--- src/rtl/bcd_stopwatch.sv ---
// bcd_stopwatch
//   Four-digit BCD stopwatch with a start/stop button and a clear button.
//   A prescaler divides clk by TICK_DIV to produce count increments; the
//   count ripples through four decimal digits and wraps 9999 -> 0000,
//   latching a sticky overflow flag.
//
// Ports
//   clk        system clock, all state updates on its rising edge
//   rst_n      asynchronous active-low reset
//   btn_ss     start/stop request (asynchronous, active-high)
//   btn_clr    clear request (asynchronous, active-high, level)
//   dig0..dig3 BCD digits: units, tens, hundreds, thousands
//   running    high while the stopwatch is in RUN
//   ovf        sticky flag, set by a 9999 -> 0000 wrap
module bcd_stopwatch #(
  parameter int TICK_DIV = 500000
) (
  input  logic       clk,
  input  logic       rst_n,
  input  logic       btn_ss,
  input  logic       btn_clr,
  output logic [3:0] dig0,
  output logic [3:0] dig1,
  output logic [3:0] dig2,
  output logic [3:0] dig3,
  output logic       running,
  output logic       ovf
);

  localparam int PW = (TICK_DIV > 1) ? $clog2(TICK_DIV) : 1;
  localparam logic [PW-1:0] PRESC_MAX = PW'(TICK_DIV - 1);

  typedef enum logic [1:0] {
    IDLE  = 2'd0,
    RUN   = 2'd1,
    PAUSE = 2'd2
  } stateT;

  stateT r_state;
  stateT w_stateNext;

  logic r_ssS1, r_ssS2, r_ssPrev;
  logic r_clrS1, r_clrS2;
  logic [1:0] r_fill;
  logic r_ssArmed;
  logic w_ssEdge, w_clr;

  logic [PW-1:0] r_presc;
  logic [3:0] r_dig0, r_dig1, r_dig2, r_dig3;
  logic r_ovf, r_running;
  logic w_stayRun, w_tick, w_allNines;

  // Button synchronizers. r_fill marks when s2 holds a genuine post-reset
  // sample; start/stop edges are only accepted once btn_ss has been seen
  // low after that, so a button held through reset release cannot start us.
  always_ff @(posedge clk or negedge rst_n) begin
    if (!rst_n) begin
      r_ssS1    <= 1'b0;
      r_ssS2    <= 1'b0;
      r_ssPrev  <= 1'b0;
      r_clrS1   <= 1'b0;
      r_clrS2   <= 1'b0;
      r_fill    <= 2'b00;
      r_ssArmed <= 1'b0;
    end else begin
      r_ssS1   <= btn_ss;
      r_ssS2   <= r_ssS1;
      r_ssPrev <= r_ssS2;
      r_clrS1  <= btn_clr;
      r_clrS2  <= r_clrS1;
      r_fill   <= {r_fill[0], 1'b1};
      if (r_fill[1] && !r_ssS2) begin
        r_ssArmed <= 1'b1;
      end
    end
  end

  assign w_ssEdge = r_ssS2 & ~r_ssPrev & r_ssArmed;
  assign w_clr    = r_clrS2;

  // State register; running is registered from the next state so it
  // equals (state == RUN) after every edge.
  always_ff @(posedge clk or negedge rst_n) begin
    if (!rst_n) begin
      r_state   <= IDLE;
      r_running <= 1'b0;
    end else begin
      r_state   <= w_stateNext;
      r_running <= (w_stateNext == RUN);
    end
  end

  // Next-state logic: clear overrides and masks any start/stop edge.
  always_comb begin
    w_stateNext = r_state;
    if (w_clr) begin
      w_stateNext = IDLE;
    end else if (w_ssEdge) begin
      case (r_state)
        IDLE:    w_stateNext = RUN;
        RUN:     w_stateNext = PAUSE;
        PAUSE:   w_stateNext = RUN;
        default: w_stateNext = IDLE;
      endcase
    end
  end

  // Counting controls: only an edge that both starts and ends in RUN
  // advances the prescaler, so the RUN->PAUSE edge never increments.
  always_comb begin
    w_stayRun  = (r_state == RUN) && (w_stateNext == RUN);
    w_tick     = w_stayRun && (r_presc == PRESC_MAX);
    w_allNines = (r_dig0 == 4'd9) && (r_dig1 == 4'd9) &&
                 (r_dig2 == 4'd9) && (r_dig3 == 4'd9);
  end

  always_ff @(posedge clk or negedge rst_n) begin
    if (!rst_n) begin
      r_presc <= '0;
    end else if (w_clr) begin
      r_presc <= '0;
    end else if (w_tick) begin
      r_presc <= '0;
    end else if (w_stayRun) begin
      r_presc <= r_presc + 1'b1;
    end
  end

  // Decimal ripple counter with sticky overflow on the 9999 wrap.
  always_ff @(posedge clk or negedge rst_n) begin
    if (!rst_n) begin
      r_dig0 <= 4'd0;
      r_dig1 <= 4'd0;
      r_dig2 <= 4'd0;
      r_dig3 <= 4'd0;
      r_ovf  <= 1'b0;
    end else if (w_clr) begin
      r_dig0 <= 4'd0;
      r_dig1 <= 4'd0;
      r_dig2 <= 4'd0;
      r_dig3 <= 4'd0;
      r_ovf  <= 1'b0;
    end else if (w_tick) begin
      if (w_allNines) begin
        r_ovf <= 1'b1;
      end
      if (r_dig0 != 4'd9) begin
        r_dig0 <= r_dig0 + 4'd1;
      end else begin
        r_dig0 <= 4'd0;
        if (r_dig1 != 4'd9) begin
          r_dig1 <= r_dig1 + 4'd1;
        end else begin
          r_dig1 <= 4'd0;
          if (r_dig2 != 4'd9) begin
            r_dig2 <= r_dig2 + 4'd1;
          end else begin
            r_dig2 <= 4'd0;
            if (r_dig3 != 4'd9) begin
              r_dig3 <= r_dig3 + 4'd1;
            end else begin
              r_dig3 <= 4'd0;
            end
          end
        end
      end
    end
  end

  assign dig0    = r_dig0;
  assign dig1    = r_dig1;
  assign dig2    = r_dig2;
  assign dig3    = r_dig3;
  assign running = r_running;
  assign ovf     = r_ovf;

endmodule

--- config.mk ---
export PLATFORM = sky130hd
export DESIGN_NAME = bcd_stopwatch
export DESIGN_NICKNAME = d
export VERILOG_FILES = /design/src/rtl/bcd_stopwatch.sv
export SDC_FILE = /design/constraint.sdc
export NUM_CORES = 1
export LEC_CHECK = 0
export CAP_MARGIN = 20
export CORE_AREA = 2 2 73 75
export CTS_CLUSTER_SIZE = 8
export DETAILED_ROUTE_END_ITERATION = 6
export DIE_AREA = 0 0 75 77
export PLACE_DENSITY = 0.77
export SLEW_MARGIN = 20
export SYNTH_ARGS = -nofsm -noshare
export SYNTH_HDL_FRONTEND = slang
export SYNTH_SLANG_ARGS = --single-unit
--- constraint.sdc ---
create_clock -name clk -period 3.9 [get_ports clk]
set_clock_uncertainty 0.15 [all_clocks]
set_input_delay 0.39 -clock clk [delete_from_list [all_inputs] [get_ports clk]]
set_output_delay 0.39 -clock clk [all_outputs]
set_load 0.02 [all_outputs]
---- After elaboration in Yosys (flattened, before gate mapping) ----
Index checks and enable logic that the tools add are counted.
W data, S select, Z words.
storage, ports and cells
  register bits ........................... 47
  input port bits ......................... 4
cells by class
  eq/ne operators ......................... 15
  add/subtract/negate cells ............... 5
  reductions and logical operators ........ 16
  bitwise gates (word level) .............. 3
  multiplexer cells ....................... 27
operators with widths
  operator                 count
  $mux W4                  18
  $mux W19                 3
  $add A19 B1 Y19 const B  1
  $eq A19 B19 Y1 const B   1
  $add A4 B1 Y4 const B    4
  $eq A4 B4 Y1 const B     4
  $ne A4 B4 Y1 const B     4
  $logic_and A1 B1 Y1      6
  $ne A2 B2 Y1 const B     3
  $eq A2 B1 Y1 const B     2
  $mux W2                  2
  $pmux W2 S2              1
  $reduce_and A2 Y1        2
  $reduce_and A4 Y1        1
  $reduce_bool A2 Y1       2
  $mux W1                  3
  $reduce_and A3 Y1        1
  $reduce_bool A3 Y1       1
  $and A1 B1 Y1            2
  $eq A2 B2 Y1 const B     1
  $logic_not A2 Y1         1
  $reduce_or A2 Y1         1
  $logic_not A1 Y1         1
  $not A1 Y1               1

---- Longest topological paths before layout ----
  depth in word-level cells ............... 10
  depth in mapped cells ................... 7
  depth with buffers taken out ............ 7

---- Least setup slack after synthesis ----
Ideal clock, no wire load.
  kind .................................... reg-to-reg
  from .................................... register r_presc[0]
  to ...................................... register r_dig3[3] (netlist: dig3[3])
  setup slack ............................. 1.754 ns
  required time ........................... 3.646 ns
  stages on the path, launching flop included .. 8
  clock period less this slack ............ 2.146 ns
  arrival time ............................ 1.892 ns
  cell sequence ........................... dfrtp_1 > ha_1 > nand4_1 > or2_1 > buf_4 > nor4_4 > nand2_2 > o41ai_2
between the ends
  word-level cells in the longest chain between the ends .. 4
RTL lines
  element                              line  source
  start: declaration                   48    logic [PW-1:0] r_presc;
  start signal: assignment             125   r_presc <= r_presc + 1'b1;
  $eq A19 B19 Y1                       112   w_tick = w_stayRun && (r_presc == PRESC_MAX);
  $logic_and A1 B1 Y1                  112
  $reduce_bool A2 Y1 (no source line)  n/a
  $reduce_and A4 Y1 (no source line)   n/a
  end signal: assignment               160   r_dig3 <= r_dig3 + 4'd1;
  end: declaration                     49    logic [3:0] r_dig0, r_dig1, r_dig2, r_dig3;
No other way between the ends.
A chain may end at the register's enable or synchronous reset.

---- Final worst setup path ----
  from .................................... register r_presc[12]
  to ...................................... register r_ovf (netlist: ovf)
between the ends
  word-level cells in the longest chain between the ends .. 4
RTL lines
  element                              line  source
  $eq A19 B19 Y1                       112
  $logic_and A1 B1 Y1                  112
  $reduce_bool A2 Y1 (no source line)  n/a
  $reduce_and A2 Y1 (no source line)   n/a
  end signal: assignment               136   r_ovf <= 1'b0;
  end signal: assignment               142   r_ovf <= 1'b0;
  end signal: assignment               145   r_ovf <= 1'b1;
  end: declaration                     50    logic r_ovf, r_running;
No other way between the ends.

==> metrics.txt <==
hold buffer count at cts 0; Synth Cell Area 2400 sq um; Hold Path Stages 0; Worst path max stage delay 0.89 ns; P_sw 209 uW; Post-synth EDFFs 0; initial antenna violation count 0; Top delay family on crit path compound AO/OA/AOI/OAI gates; RR Endpoint ovf; Crit path depth 5; Total Power 906 uW; H-tree levels 2; Routed Antenna Nets 0; Worst path slowest cell o31ai_4; setup ws final 1.21 ns; RSZ-0062 raised after global routing no; Die Y 77 um; Nets 271; worst path bufs/invs 0; area delta synth->final 15.7%; largest net degree at the start of global routing 48; top-area cell type share of the netlist area 0.490; GR Util met3 0.0381; asr flop ratio synth 1.00; row count 26; busiest grt layer met2; global placer's final weighted congestion 0.841; P_int 697 uW; number of global-route vias before repair 1752; Pwr Density 326 nW/um^2; placed cell areas 2650 sq um; vias 1837; core area 4980 sq um; worst hold start r_clrS1; synth top area cells dfrtp_1 49%, nor2_1 5.2%, xnor2_1 5.1%; share of cells above drive strength 1 0.0728; status completed; drt initial violations 98; worst slack at placement 1.19 ns; CP Data Required Time 3.98 ns; FF+latch count, synth 47; grt met2 use 0.273; number of buffers created by CTS 5; post-synthesis cell type count 50; Main synth FF type dfrtp_1; Hold Fails Final Rpt 0; Worst-Margin Slew 1.00 ns; router iterations before antenna repair 4; sequential fraction of the synthesis area 0.490; syn_nets 250; max-capacitance violation count 0; worst path cell trace nor4_1 -> nand4b_1 -> o31ai_4 -> a41oi_1 -> nor2_1; Syn Inst Count 239; CP max FO 19; design area 2780 sq um; DRC 0; final setup fails 0; Critical Path AT 2.78 ns; GR met1 Demand/Resource 0.264; first-pass GRT wire length 8290 um; HP Class register to register; syn_area_per_cell 10.0 sq um; setup_tns 0 ns; Reg power frac 0.552; root buf cell clkbuf_8; Worst R2R Path Depth 5; Peak Freq 371 MHz; Routed WL 4690 um; Peak VDD IR 0.000205 V; Initial Util 0.482; min cycle time layout 2.69 ns; Rel. slew slack 0.328; critical path class register to register; Final Max Tran Viols 0; clock latency at the later pin of the worst-skew pair 0.31 ns; combinational share of power 0.038; Worst Setup End Kind register; DP HPWL 3130 um; I/O pins 22; Syn. warnings 0; commonest non-fill, non-tap cell in the layout dfrtp_1; Synth area leader dfrtp_1; Ant. Diodes 0; leak pwr 0.00112 uW; gr usage total 0.181; Setup Buffers After CTS 0; reg2reg start r_presc[12]; most frequent cells in the layout 47 x dfrtp_1, 33 x nor2_1, 20 x clkdlybuf4s50_1; gr ovfl total 0; reg-to-reg setup timing slack 1.21 ns; Wirelength per Cell 14.2 um; CTS tree yes; CTS max path bufs 2; # port buffers 21; die extent in x 75 um; clock sinks 47; total die area 5780 sq um; Tcrit/Tclk final 0.691; post_cts resized 0; post-DR vias/cell 5.55; hold endpoint r_clrS2; CTS clk-pin slew, worst paths 0.09 ns; Switching Share 0.230; power share of the clock group 0.410; critical path launch point type register
synth_stat cells, types with 5 or more instances:
cell and instances:
nor4_1 8, nand2_1 15, nor3_1 10, nor2_1 33, mux2i_1 6, o21ai_0 6, xnor2_1 14, dfrtp_1 47
nand3_1 11, a21oi_1 7, nand4_1 8, inv_1 8, ha_1 7, or3_1 5
cell families (layout without fill, tap and decap cells):
group,Yosys count,after routing,synth area share
simple gates,111,111,0.252
flops,47,47,0.490
compound gates,32,32,0.0970
xor+xnor,18,18,0.0657
buf+inv,17,39,0.0323
fa+ha+maj,7,7,0.0365
mux,6,6,0.0250
other cells,1,1,0.00156
per-stage QoR:
step                      hold WS (ns)  instances  utilization
after floorplan                -0.0556        239            -
after global placement           0.183        322        0.532
after detailed placement         0.187        322        0.532
after CTS                        0.149        330        0.556
after global routing             0.222        331        0.558
final                            0.208        331        0.558
worst max-delay path by stage:
stage | to | startpoint | slack, ns
2_1_floorplan | dig3[3] | r_presc[0] | 1.75
3_3_place_gp | ovf | r_presc[14] | 1.30
3_5_place_dp | ovf | r_presc[14] | 1.19
4_1_cts | ovf | r_presc[14] | 1.16
5_1_grt | ovf | r_presc[11] | 0.91
6_report | ovf | r_presc[12] | 1.21
power groups by stage:
| stage | clock, uW | sequential, uW | combinational, uW |
|---|---|---|---|
| final | 371 | 500 | 34.8 |
| after global routing | 399 | 501 | 39.8 |
| after CTS | 376 | 500 | 34.7 |
| after detailed placement | 0 | 510 | 34.4 |
| after global placement | 0 | 509 | 34.5 |
| after floorplan | 0 | 507 | 18.4 |
state kept, by name, indices dropped and copies added (netlist names):
signal     count
r_ssPrev       1
r_ssArmed      1
r_presc       19
r_ssS1         1
dig1           4
running        1
dig2           4
r_ssS2         1
dig3           4
ovf            1
r_state        2
r_clrS1        1
r_clrS2        1
dig0           4
r_fill         2
layout make-up:
| cell class | count | area, sq um |
|---|---|---|
| inverter | 9 | 33.8 |
| fill | 421 | 2200 |
| clock buffer | 5 | 68.8 |
| sequential | 47 | 1180 |
| timing repair buffer | 22 | 218 |
| multi-input combinational | 175 | 1150 |
| clock inverter | 3 | 47.5 |
| tap | 70 | 87.6 |
routing by layer:
metal / share of wire / wire (um)
met1: 0.49 / 2310
met2: 0.46 / 2180
met3: 0.030 / 143
met4: 0.013 / 59
met5: 0 / 0
worst reg2reg max path, stage by stage (launching register included):
cell	delay (ns)
dfrtp_1	0.41
nor4_1	0.31
nand4b_1	0.52
o31ai_4	0.89
a41oi_1	0.22
nor2_1	0.13
(Power assumes the default switching activity.)
